--- config.mk ---
export PLATFORM = sky130hd
export DESIGN_NAME = fpu_mul_seq
export DESIGN_NICKNAME = d
export VERILOG_FILES = /design/src/rtl/fpu_mul_seq_pkg.sv /design/src/rtl/fpu_round_rne.sv /design/src/rtl/fpu_mul_seq.sv
export SDC_FILE = /design/constraint.sdc
export NUM_CORES = 1
export LEC_CHECK = 0
export CAP_MARGIN = 20
export CORE_MARGIN = 4
export CORE_UTILIZATION = 30
export CTS_CLUSTER_DIAMETER = 200
export DETAILED_ROUTE_END_ITERATION = 8
export PLACE_DENSITY_LB_ADDON = 0.12
export REMOVE_ABC_BUFFERS = 1
export SYNTH_ARGS = -nofsm -noshare
export SYNTH_HDL_FRONTEND = slang
export SYNTH_SLANG_ARGS = --single-unit
--- constraint.sdc ---
create_clock -name clk -period 6.2 [get_ports clk]
set_input_delay 1.24 -clock clk [delete_from_list [all_inputs] [get_ports clk]]
set_output_delay 1.24 -clock clk [all_outputs]
set_load 0.02 [all_outputs]
--- src/rtl/fpu_mul_seq_pkg.sv ---
// Shared constants, fflags bit positions and FSM encoding for the sequential FP multiplier.
package fpu_mul_seq_pkg;

  localparam logic [4:0]  FPU_SEL_MUL = 5'd6;
  localparam logic [31:0] FP_QNAN     = 32'h7FC00000;
  localparam int          FP_BIAS     = 127;

  // fflags = {NV, DZ, OF, UF, NX}
  localparam int unsigned FLAG_NV = 4;
  localparam int unsigned FLAG_DZ = 3;
  localparam int unsigned FLAG_OF = 2;
  localparam int unsigned FLAG_UF = 1;
  localparam int unsigned FLAG_NX = 0;

  typedef enum logic [1:0] {
    StIdle,
    StMul,
    StNorm,
    StDone
  } state_e;

endpackage

--- src/rtl/fpu_round_rne.sv ---
// Combinational normalise + round-to-nearest-even of a 48-bit mantissa product.
// The product's leading one may sit in bit 47 or bit 46; OF saturates to inf, UF flushes to zero.
module fpu_round_rne (
  input  logic [47:0]        prod_i,
  input  logic signed [9:0]  exp_i,
  output logic [30:0]        mag_o,
  output logic               of_o,
  output logic               uf_o,
  output logic               nx_o
);

  logic [46:0]       norm;
  logic signed [9:0] exp_n;
  logic signed [9:0] exp_r;
  logic [23:0]       mant;
  logic [24:0]       mant_r;
  logic [22:0]       frac;
  logic              guard;
  logic              sticky;
  logic              rnd_up;

  // Normalise, round, then classify the final exponent.
  always_comb begin
    norm   = prod_i[47] ? {prod_i[47:2], prod_i[1] | prod_i[0]} : prod_i[46:0];
    exp_n  = exp_i + (prod_i[47] ? 10'sd1 : 10'sd0);
    mant   = norm[46:23];
    guard  = norm[22];
    sticky = |norm[21:0];
    rnd_up = guard & (sticky | mant[0]);
    mant_r = {1'b0, mant} + {24'd0, rnd_up};
    // Carry-out means the mantissa rolled over to 1.0 of the next binade.
    exp_r  = exp_n + (mant_r[24] ? 10'sd1 : 10'sd0);
    frac   = mant_r[24] ? mant_r[23:1] : mant_r[22:0];
    of_o   = exp_r >= 10'sd255;
    uf_o   = exp_r <= 10'sd0;
    nx_o   = of_o | uf_o | guard | sticky;
    if (of_o) begin
      mag_o = {8'hFF, 23'd0};
    end else if (uf_o) begin
      mag_o = 31'd0;
    end else begin
      mag_o = {exp_r[7:0], frac};
    end
  end

endmodule

--- src/rtl/fpu_mul_seq.sv ---
// Sequential binary32 multiplier (FMUL.S): shift-add mantissa product, RNE rounding, fflags.
module fpu_mul_seq
  import fpu_mul_seq_pkg::*;
#(
  parameter int unsigned BITS_PER_CYCLE = 1
) (
  input  logic        clk,
  input  logic        rst_n,
  input  logic        valid_i,
  input  logic [4:0]  sel_i,
  input  logic [31:0] a_i,
  input  logic [31:0] b_i,
  input  logic        flush_i,
  output logic        stall_o,
  output logic        busy_o,
  output logic        done_o,
  output logic [31:0] result_o,
  output logic [4:0]  fflags_o
);

  localparam int unsigned N = 24 / BITS_PER_CYCLE;

  state_e            state_q;
  logic              sign_q;
  logic signed [9:0] e_q;
  logic [47:0]       ma_q;
  logic [23:0]       mb_q;
  logic [47:0]       acc_q;
  logic [47:0]       acc_d;
  logic [4:0]        cnt_q;
  logic [31:0]       result_q;
  logic [4:0]        fflags_q;

  logic        accept;
  logic [7:0]  ea, eb;
  logic        za, zb, infa, infb, nana, nanb, snana, snanb, special;
  logic [31:0] spec_res;
  logic [4:0]  spec_flags;
  logic [30:0] rnd_mag;
  logic        rnd_of, rnd_uf, rnd_nx;

  assign accept = (state_q == StIdle) && valid_i && (sel_i == FPU_SEL_MUL) && !flush_i;

  // Operand classification and special-case result; denormals count as zero.
  always_comb begin
    ea    = a_i[30:23];
    eb    = b_i[30:23];
    za    = (ea == 8'd0);
    zb    = (eb == 8'd0);
    infa  = (ea == 8'hFF) && (a_i[22:0] == 23'd0);
    infb  = (eb == 8'hFF) && (b_i[22:0] == 23'd0);
    nana  = (ea == 8'hFF) && (a_i[22:0] != 23'd0);
    nanb  = (eb == 8'hFF) && (b_i[22:0] != 23'd0);
    snana = nana && !a_i[22];
    snanb = nanb && !b_i[22];
    special    = za || zb || (ea == 8'hFF) || (eb == 8'hFF);
    spec_flags = 5'd0;
    if (nana || nanb) begin
      spec_res            = FP_QNAN;
      spec_flags[FLAG_NV] = snana || snanb;
    end else if ((infa && zb) || (za && infb)) begin
      spec_res            = FP_QNAN;
      spec_flags[FLAG_NV] = 1'b1;
    end else if (infa || infb) begin
      spec_res = {a_i[31] ^ b_i[31], 8'hFF, 23'd0};
    end else begin
      spec_res = {a_i[31] ^ b_i[31], 31'd0};
    end
  end

  // Retire BITS_PER_CYCLE multiplier bits into the accumulator.
  always_comb begin
    acc_d = acc_q;
    for (int k = 0; k < int'(BITS_PER_CYCLE); k++) begin
      if (mb_q[k]) acc_d = acc_d + (ma_q << k);
    end
  end

  fpu_round_rne u_round (
    .prod_i (acc_q),
    .exp_i  (e_q),
    .mag_o  (rnd_mag),
    .of_o   (rnd_of),
    .uf_o   (rnd_uf),
    .nx_o   (rnd_nx)
  );

  // FSM and datapath; flush aborts without touching the result registers.
  always_ff @(posedge clk) begin
    if (!rst_n) begin
      state_q  <= StIdle;
      sign_q   <= 1'b0;
      e_q      <= '0;
      ma_q     <= '0;
      mb_q     <= '0;
      acc_q    <= '0;
      cnt_q    <= '0;
      result_q <= '0;
      fflags_q <= '0;
    end else if (flush_i) begin
      state_q <= StIdle;
    end else begin
      unique case (state_q)
        StIdle: begin
          if (accept) begin
            sign_q <= a_i[31] ^ b_i[31];
            e_q    <= $signed({2'b00, ea}) + $signed({2'b00, eb}) - 10'(FP_BIAS);
            ma_q   <= {24'd0, 1'b1, a_i[22:0]};
            mb_q   <= {1'b1, b_i[22:0]};
            acc_q  <= '0;
            cnt_q  <= '0;
            if (special) begin
              result_q <= spec_res;
              fflags_q <= spec_flags;
              state_q  <= StDone;
            end else begin
              state_q <= StMul;
            end
          end
        end
        StMul: begin
          acc_q <= acc_d;
          ma_q  <= ma_q << BITS_PER_CYCLE;
          mb_q  <= mb_q >> BITS_PER_CYCLE;
          cnt_q <= cnt_q + 5'd1;
          if (cnt_q == 5'(N - 1)) state_q <= StNorm;
        end
        StNorm: begin
          result_q <= {sign_q, rnd_mag};
          fflags_q <= {1'b0, 1'b0, rnd_of, rnd_uf, rnd_nx};
          state_q  <= StDone;
        end
        StDone: state_q <= StIdle;
        default: state_q <= StIdle;
      endcase
    end
  end

  assign stall_o  = !flush_i && (accept || state_q == StMul || state_q == StNorm);
  assign busy_o   = (state_q != StIdle);
  assign done_o   = (state_q == StDone);
  assign result_o = result_q;
  assign fflags_o = fflags_q;

endmodule

==> results.json, run 1 <==
{
  "htree_levels": 4,
  "p_leak_uw": 0.00550,
  "yosys.area.top_type_share_pct": 30.0,
  "postCtsHoldBufs": 0,
  "grt_pass1_wl_um": 56100,
  "start_util_pct": 30.6,
  "netlist_area_um2": 11600,
  "cpPeakStageDelay_ns": 0.58,
  "finalCritPeriodShare_pct": 86.9,
  "layout.cells.non_filler": 2022,
  "antenna_cells": 0,
  "die_h_um": 205,
  "ys_types": 74,
  "cts-buffers-inserted": 17,
  "slew-limit-headroom_pct": 37.9,
  "io_pins": 113,
  "tightest_slew_ns": 0.931,
  "die_w_um": 205,
  "clk_pin_slew_ns": 0.09,
  "cp_cell_sequence": "nand2b_1 > a21boi_0 > ha_1 > nand3_1 > or4b_4 > nor4_4 > and3_4 > o2111ai_4 > fa_1 > inv_1 > ha_1 > and4_1 > xor2_1 > nand3b_1 > a2111oi_0 > o21bai_1 > inv_1 > nor3b_1 > buf_4 > and3_1 > a32o_1",
  "clockBufferDepth": 2,
  "status": "finished, final reports clean",
  "drc": 0,
  "synth_area_leaders": "dfxtp_1 30%, ha_1 7.4%, nand2_1 6.8%, mux2i_1 4.8%, o211a_1 4.4%",
  "die-area_um2": 41900,
  "post-dp-hpwl_um": 26400,
  "portBuffers": 111,
  "via_count": 10428,
  "synth.most_common_cell": "nand2_1",
  "hold_viol_final": 0,
  "ys_seq_area_share_pct": 30.0,
  "irDropWorstVdd_mv": 0.192,
  "dr.pass1.iters": 4,
  "ys_warn_count": 0,
  "powerDensity_nw_per_um2": 172,
  "cp-start-kind": "flip-flop",
  "cp_slowest_cell": "or4b_4",
  "antenna_found_initial": 0,
  "synth_edf_count": 0,
  "dr_wl_met2_um": 16100,
  "fmax_mhz": 186,
  "wl_um": 34600,
  "gp_congestion": 0.849,
  "ys.flop_type": "dfxtp_1",
  "cts_resized": 0,
  "rows": 71,
  "end_kind": "flip-flop",
  "syn_to_final_growth_pct": 18.3,
  "num-fill-cells": 4064,
  "crit_buf_inv": 3,
  "arrival_ns": 5.73,
  "cp_max_fo": 13,
  "post_drt_wl_per_cell_um": 17.1,
  "rsz0062_at_grt": "false",
  "hold_path_class": "reg -> reg",
  "placed_cells": 1990,
  "clock-sinks": 174,
  "post_cts_buffers": 0,
  "dp_worst_setup_slack_ns": 0.808,
  "drv_cap": 0,
  "clock_latency_ns": 0.46,
  "slew_violations": 0,
  "avgSynthCellArea_um2": 8.05,
  "m1WireLength_um": 17000,
  "cts_tree": "built",
  "grt_overflow_total": 0,
  "finClkSkew_ns": 0.0200,
  "routed_via_density": 5.16,
  "route.met3.wl_um": 1060,
  "root_buffer": "clkbuf_16",
  "final_nets": 1643,
  "synthCells": 1443,
  "drt_iter0_drc": 487,
  "grt_pass1_vias": 10284,
  "synth.cells.most_frequent": "211 x nand2_1, 174 x dfxtp_1, 87 x a21oi_1, 77 x clkbuf_1, 72 x nor2_1",
  "post-route-worst-setup-slack_ns": 0.810,
  "core-area_um2": 37900,
  "async_flop_share_pct": 0,
  "synth_largest_area_cell": "dfxtp_1",
  "highest_layer": "met4",
  "synth_seq_cells": 174,
  "ant_nets": 0,
  "timing.final.crit_period_ns": 5.39,
  "cp.required_ns": 6.54,
  "setup_viol": 0,
  "drive_gt1_share_pct": 5.36,
  "grtUsageTotal_pct": 16.6,
  "grt_max_degree": 60,
  "path_class": "reg -> reg",
  "crit_family": "simple AND/OR/NAND/NOR gates"
}
cells by family after synthesis:
group / Yosys count / share of synthesized area, %
AO/OA/AOI/OAI: 431 / 26.2
XOR/XNOR: 70 / 5.28
other: 1 / 0.0323
multiplexers: 60 / 5.21
buffers and inverters: 131 / 4.43
AND/OR/NAND/NOR: 504 / 20.9
adder cells (fa/ha/maj): 72 / 7.95
flip-flops: 174 / 30.0
per-layer routing:
metal	GRT usage, %	vias up
met5	0	-
met1	22.8	4893
li1	-	5357
met3	2.18	24
met2	27.5	154
met4	4.36	0
cell usage in the layout (no fill, tap or decap), drive strengths merged, types with 12 or more instances in the layout:
master,count
a21o,22
nor2b,28
dfxtp,174
and2,16
nand4,30
mux2i,56
nor2,72
a21boi,59
nor4,25
xnor2,45
buf,21
xor2,25
a22oi,19
clkdlybuf4s50,110
ha,69
a21oi,88
o211a,51
nand2,211
nand3,53
nor3,20
inv,45
o21ai,81
a22o,16
clkbuf,17
o21bai,15
a211oi,12
worst paths after layout:
kind | start | endpoint | slack [ns] | depth (start not counted)
worst max-delay path | acc_q[22] | result_o[13] | 0.81 | 21
worst min register to register | result_o[23] | result_o[23] | 0.45 | 2
worst max register to register | acc_q[22] | result_o[13] | 0.81 | 21
worst min-delay path | result_o[23] | result_o[23] | 0.45 | 2
worst register-to-register path, cell delays in order, from the launching register on:
cell and delay, ns:
dfxtp_1 0.45, nand2b_1 0.14, a21boi_0 0.21, ha_1 0.26, nand3_1 0.14, or4b_4 0.58, nor4_4 0.33, and3_4 0.25
o2111ai_4 0.20, fa_1 0.45, inv_1 0.07, ha_1 0.19, and4_1 0.26, xor2_1 0.15, nand3b_1 0.09, a2111oi_0 0.46
o21bai_1 0.16, inv_1 0.11, nor3b_1 0.06, buf_4 0.18, and3_1 0.29, a32o_1 0.25
per-stage QoR:
step                      TNS (ns)  area (um2)  hold slack (ns)  total power, uW  utilization, %
after floorplan             -0.475       11200            0.442             1210               -
after global placement           0       13200            0.443             1300            34.7
after detailed placement         0       13200            0.444             1300            34.7
after CTS                        0       13800            0.455             2420            36.3
after global routing             0       13800            0.476             2470            36.3
final                            0       13800            0.449             2370            36.3
registers in the layout (all words and copies together), names as in the netlist:
register  cells
e_q          10
sign_q        1
result_o     32
state_q       2
fflags_o      4
mb_q         24
acc_q        48
cnt_q         5
ma_q         48
cell type report:
type | count | area, um2 | share of cell area, %
Clock buffer | 17 | 425 | 3.09
Clock inverter | 15 | 165 | 1.20
Inverter | 36 | 135 | 0.983
Multi-Input combinational cell | 1138 | 7640 | 55.6
Sequential cell | 174 | 3480 | 25.3
Tap cell | 511 | 639 | 4.65
Timing Repair Buffer | 131 | 1260 | 9.15
power breakdown:
group          switching (uW)  total [uW]  leakage (uW)  internal, uW
registers                2.41        1120       0.00140          1120
logic                    69.5         149       0.00381          79.4
clock network             552        1100      0.000287           545
total                     624        2370       0.00550          1740
(Power assumes the default switching activity.)
==> run 2, diff against run 1 <==
--- a/config.mk
+++ b/config.mk
@@ -7,7 +7,7 @@
 export LEC_CHECK = 0
 export CAP_MARGIN = 20
 export CORE_MARGIN = 4
-export CORE_UTILIZATION = 30
+export CORE_UTILIZATION = 35
 export CTS_CLUSTER_DIAMETER = 200
 export DETAILED_ROUTE_END_ITERATION = 8
 export PLACE_DENSITY_LB_ADDON = 0.12
==> run 2 against run 1 <==
Against the previous run: hold slack got worse by 0.00081 ns; wire length is 2.4% lower; global-route usage rose by 1.8 points; sequential share of layout area rose by 0.10 points; cell count fell by 3.5%; setup slack got worse by 0.094 ns; critical path depth down 2; core utilization increased by 5.7 points; cell area shrank 0.41%; critical endpoint is now result_o[9].
==> results.json, run 2 (same netlist as run 1, synthesis figures left out) <==
{
  "routed_via_density": 5.42,
  "syn_to_final_growth_pct": 17.9,
  "drt_iter0_drc": 646,
  "grt_overflow_total": 0,
  "setup_viol": 0,
  "status": "finished, final reports clean",
  "post-dp-hpwl_um": 25300,
  "cp-start-kind": "flip-flop",
  "start_util_pct": 35.6,
  "final_nets": 1642,
  "root_buffer": "clkbuf_16",
  "fmax_mhz": 182,
  "cts_tree": "built",
  "totalNegativeSetupSlack_ns": 0,
  "drive_gt1_share_pct": 5.23,
  "grt_max_degree": 94,
  "highest_layer": "met4",
  "antenna_cells": 0,
  "ant_nets": 0,
  "path_class": "reg -> reg",
  "die_w_um": 190,
  "seq_area_um2": 3480,
  "end_kind": "flip-flop",
  "gp_congestion": 0.856,
  "arrival_ns": 5.86,
  "cts_resized": 0,
  "route.met3.wl_um": 1240,
  "slew-limit-headroom_pct": 35.6,
  "hold_path_class": "reg -> reg",
  "powerDensity_nw_per_um2": 176,
  "cp_slowest_cell": "or4b_4",
  "final_common_cell": "nand2_1",
  "multi_input_area_um2": 7640,
  "rsz0062_at_grt": "false",
  "dr_wl_met2_um": 15700,
  "grt_pass1_wl_um": 54400,
  "m1WireLength_um": 16300,
  "clock-sinks": 174,
  "num-fill-cells": 3321,
  "layout_common_cells": "210 x nand2_1, 173 x dfxtp_1, 110 x clkdlybuf4s50_1",
  "finClkSkew_ns": 0.0134,
  "dr.pass1.iters": 5,
  "finalCritPeriodShare_pct": 88.5,
  "portBuffers": 111,
  "grtUsageTotal_pct": 18.4,
  "via_count": 10573,
  "dp_worst_setup_slack_ns": 0.737,
  "antenna_found_initial": 0,
  "p_leak_uw": 0.00550,
  "grt_pass1_vias": 10230,
  "rows": 66,
  "crit_buf_inv": 2,
  "cpPeakStageDelay_ns": 0.59,
  "cp.required_ns": 6.58,
  "core-area_um2": 32600,
  "cts-buffers-inserted": 17,
  "post_cts_buffers": 0,
  "postCtsHoldBufs": 0,
  "fin_util_pct": 42.0,
  "post-route-worst-setup-slack_ns": 0.715,
  "crit_family": "simple AND/OR/NAND/NOR gates",
  "timing.final.crit_period_ns": 5.48,
  "hold_viol_final": 0,
  "irDropWorstVdd_mv": 0.180,
  "drv_cap": 0,
  "drc": 0,
  "tightest_slew_ns": 0.966,
  "htree_levels": 4,
  "die-area_um2": 36200,
  "die_h_um": 190,
  "post_drt_wl_per_cell_um": 17.3,
  "clock_latency_ns": 0.44,
  "io_pins": 113,
  "clk_pin_slew_ns": 0.07,
  "cp_max_fo": 11,
  "critPathMostFrequentCell": "nand3_1",
  "cp_cell_sequence": "nand2b_1 > a21boi_0 > ha_1 > nand3_1 > or4b_4 > nor4_4 > and3_4 > o2111ai_4 > fa_1 > nor2b_1 > and4_1 > nand3_1 > xnor2_1 > o21bai_1 > inv_1 > nor3b_1 > buf_4 > and3_1 > a32o_1",
  "slew_violations": 0,
  "clockBufferDepth": 2,
  "wl_um": 33800
}
run 2: cell count changes in the layout (fill, tap and decap cells not counted), sizes merged:
cell      delta
buf          -1
bufinv       +3
clkbuf       +3
clkinv       +1
clkinvlp     +1
inv          -8
run 2: layer usage:
layer,GRT usage [%],up-vias
met5,0,-
met4,4.70,0
met3,2.49,36
met2,30.7,210
met1,25.3,4974
li1,-,5353
run 2: layout make-up:
class | count | share of cell area [%]
clock inverter | 12 | 1.16
timing repair buffer | 130 | 9.23
sequential | 174 | 25.4
multi-input combinational | 1138 | 55.8
inverter | 36 | 0.987
tap | 442 | 4.04
clock buffer | 20 | 3.33
run 2: report_power, final:
group	internal [uW]	switching [uW]
registers	1120	2.45
logic	79.5	70.4
clock network	659	484
run 2: tightest hold or removal path, delay by kind of cell (launching register included):
family	cells	cell delay, ns
flops	1	0.31
simple gates	1	0.05
compound gates	1	0.05
run 2: path summary, 6_finish.rpt:
check	start	to	slack, ns	cells past startpoint
worst max register to register	acc_q[47]	result_o[9]	0.72	19
worst min-delay path	result_o[23]	result_o[23]	0.45	2
worst max-delay path	acc_q[47]	result_o[9]	0.72	19
worst min register to register	result_o[23]	result_o[23]	0.45	2
run 2: stage by stage:
step                      hold slack (ns)  power, uW  instance area (um2)  instances
after floorplan                     0.442       1210                11200       1348
after global placement              0.441       1300                13100       1920
after detailed placement            0.444       1300                13100       1920
after CTS                           0.452       2440                13700       1952
after global routing                0.468       2510                13700       1952
final                               0.449       2410                13700       1952
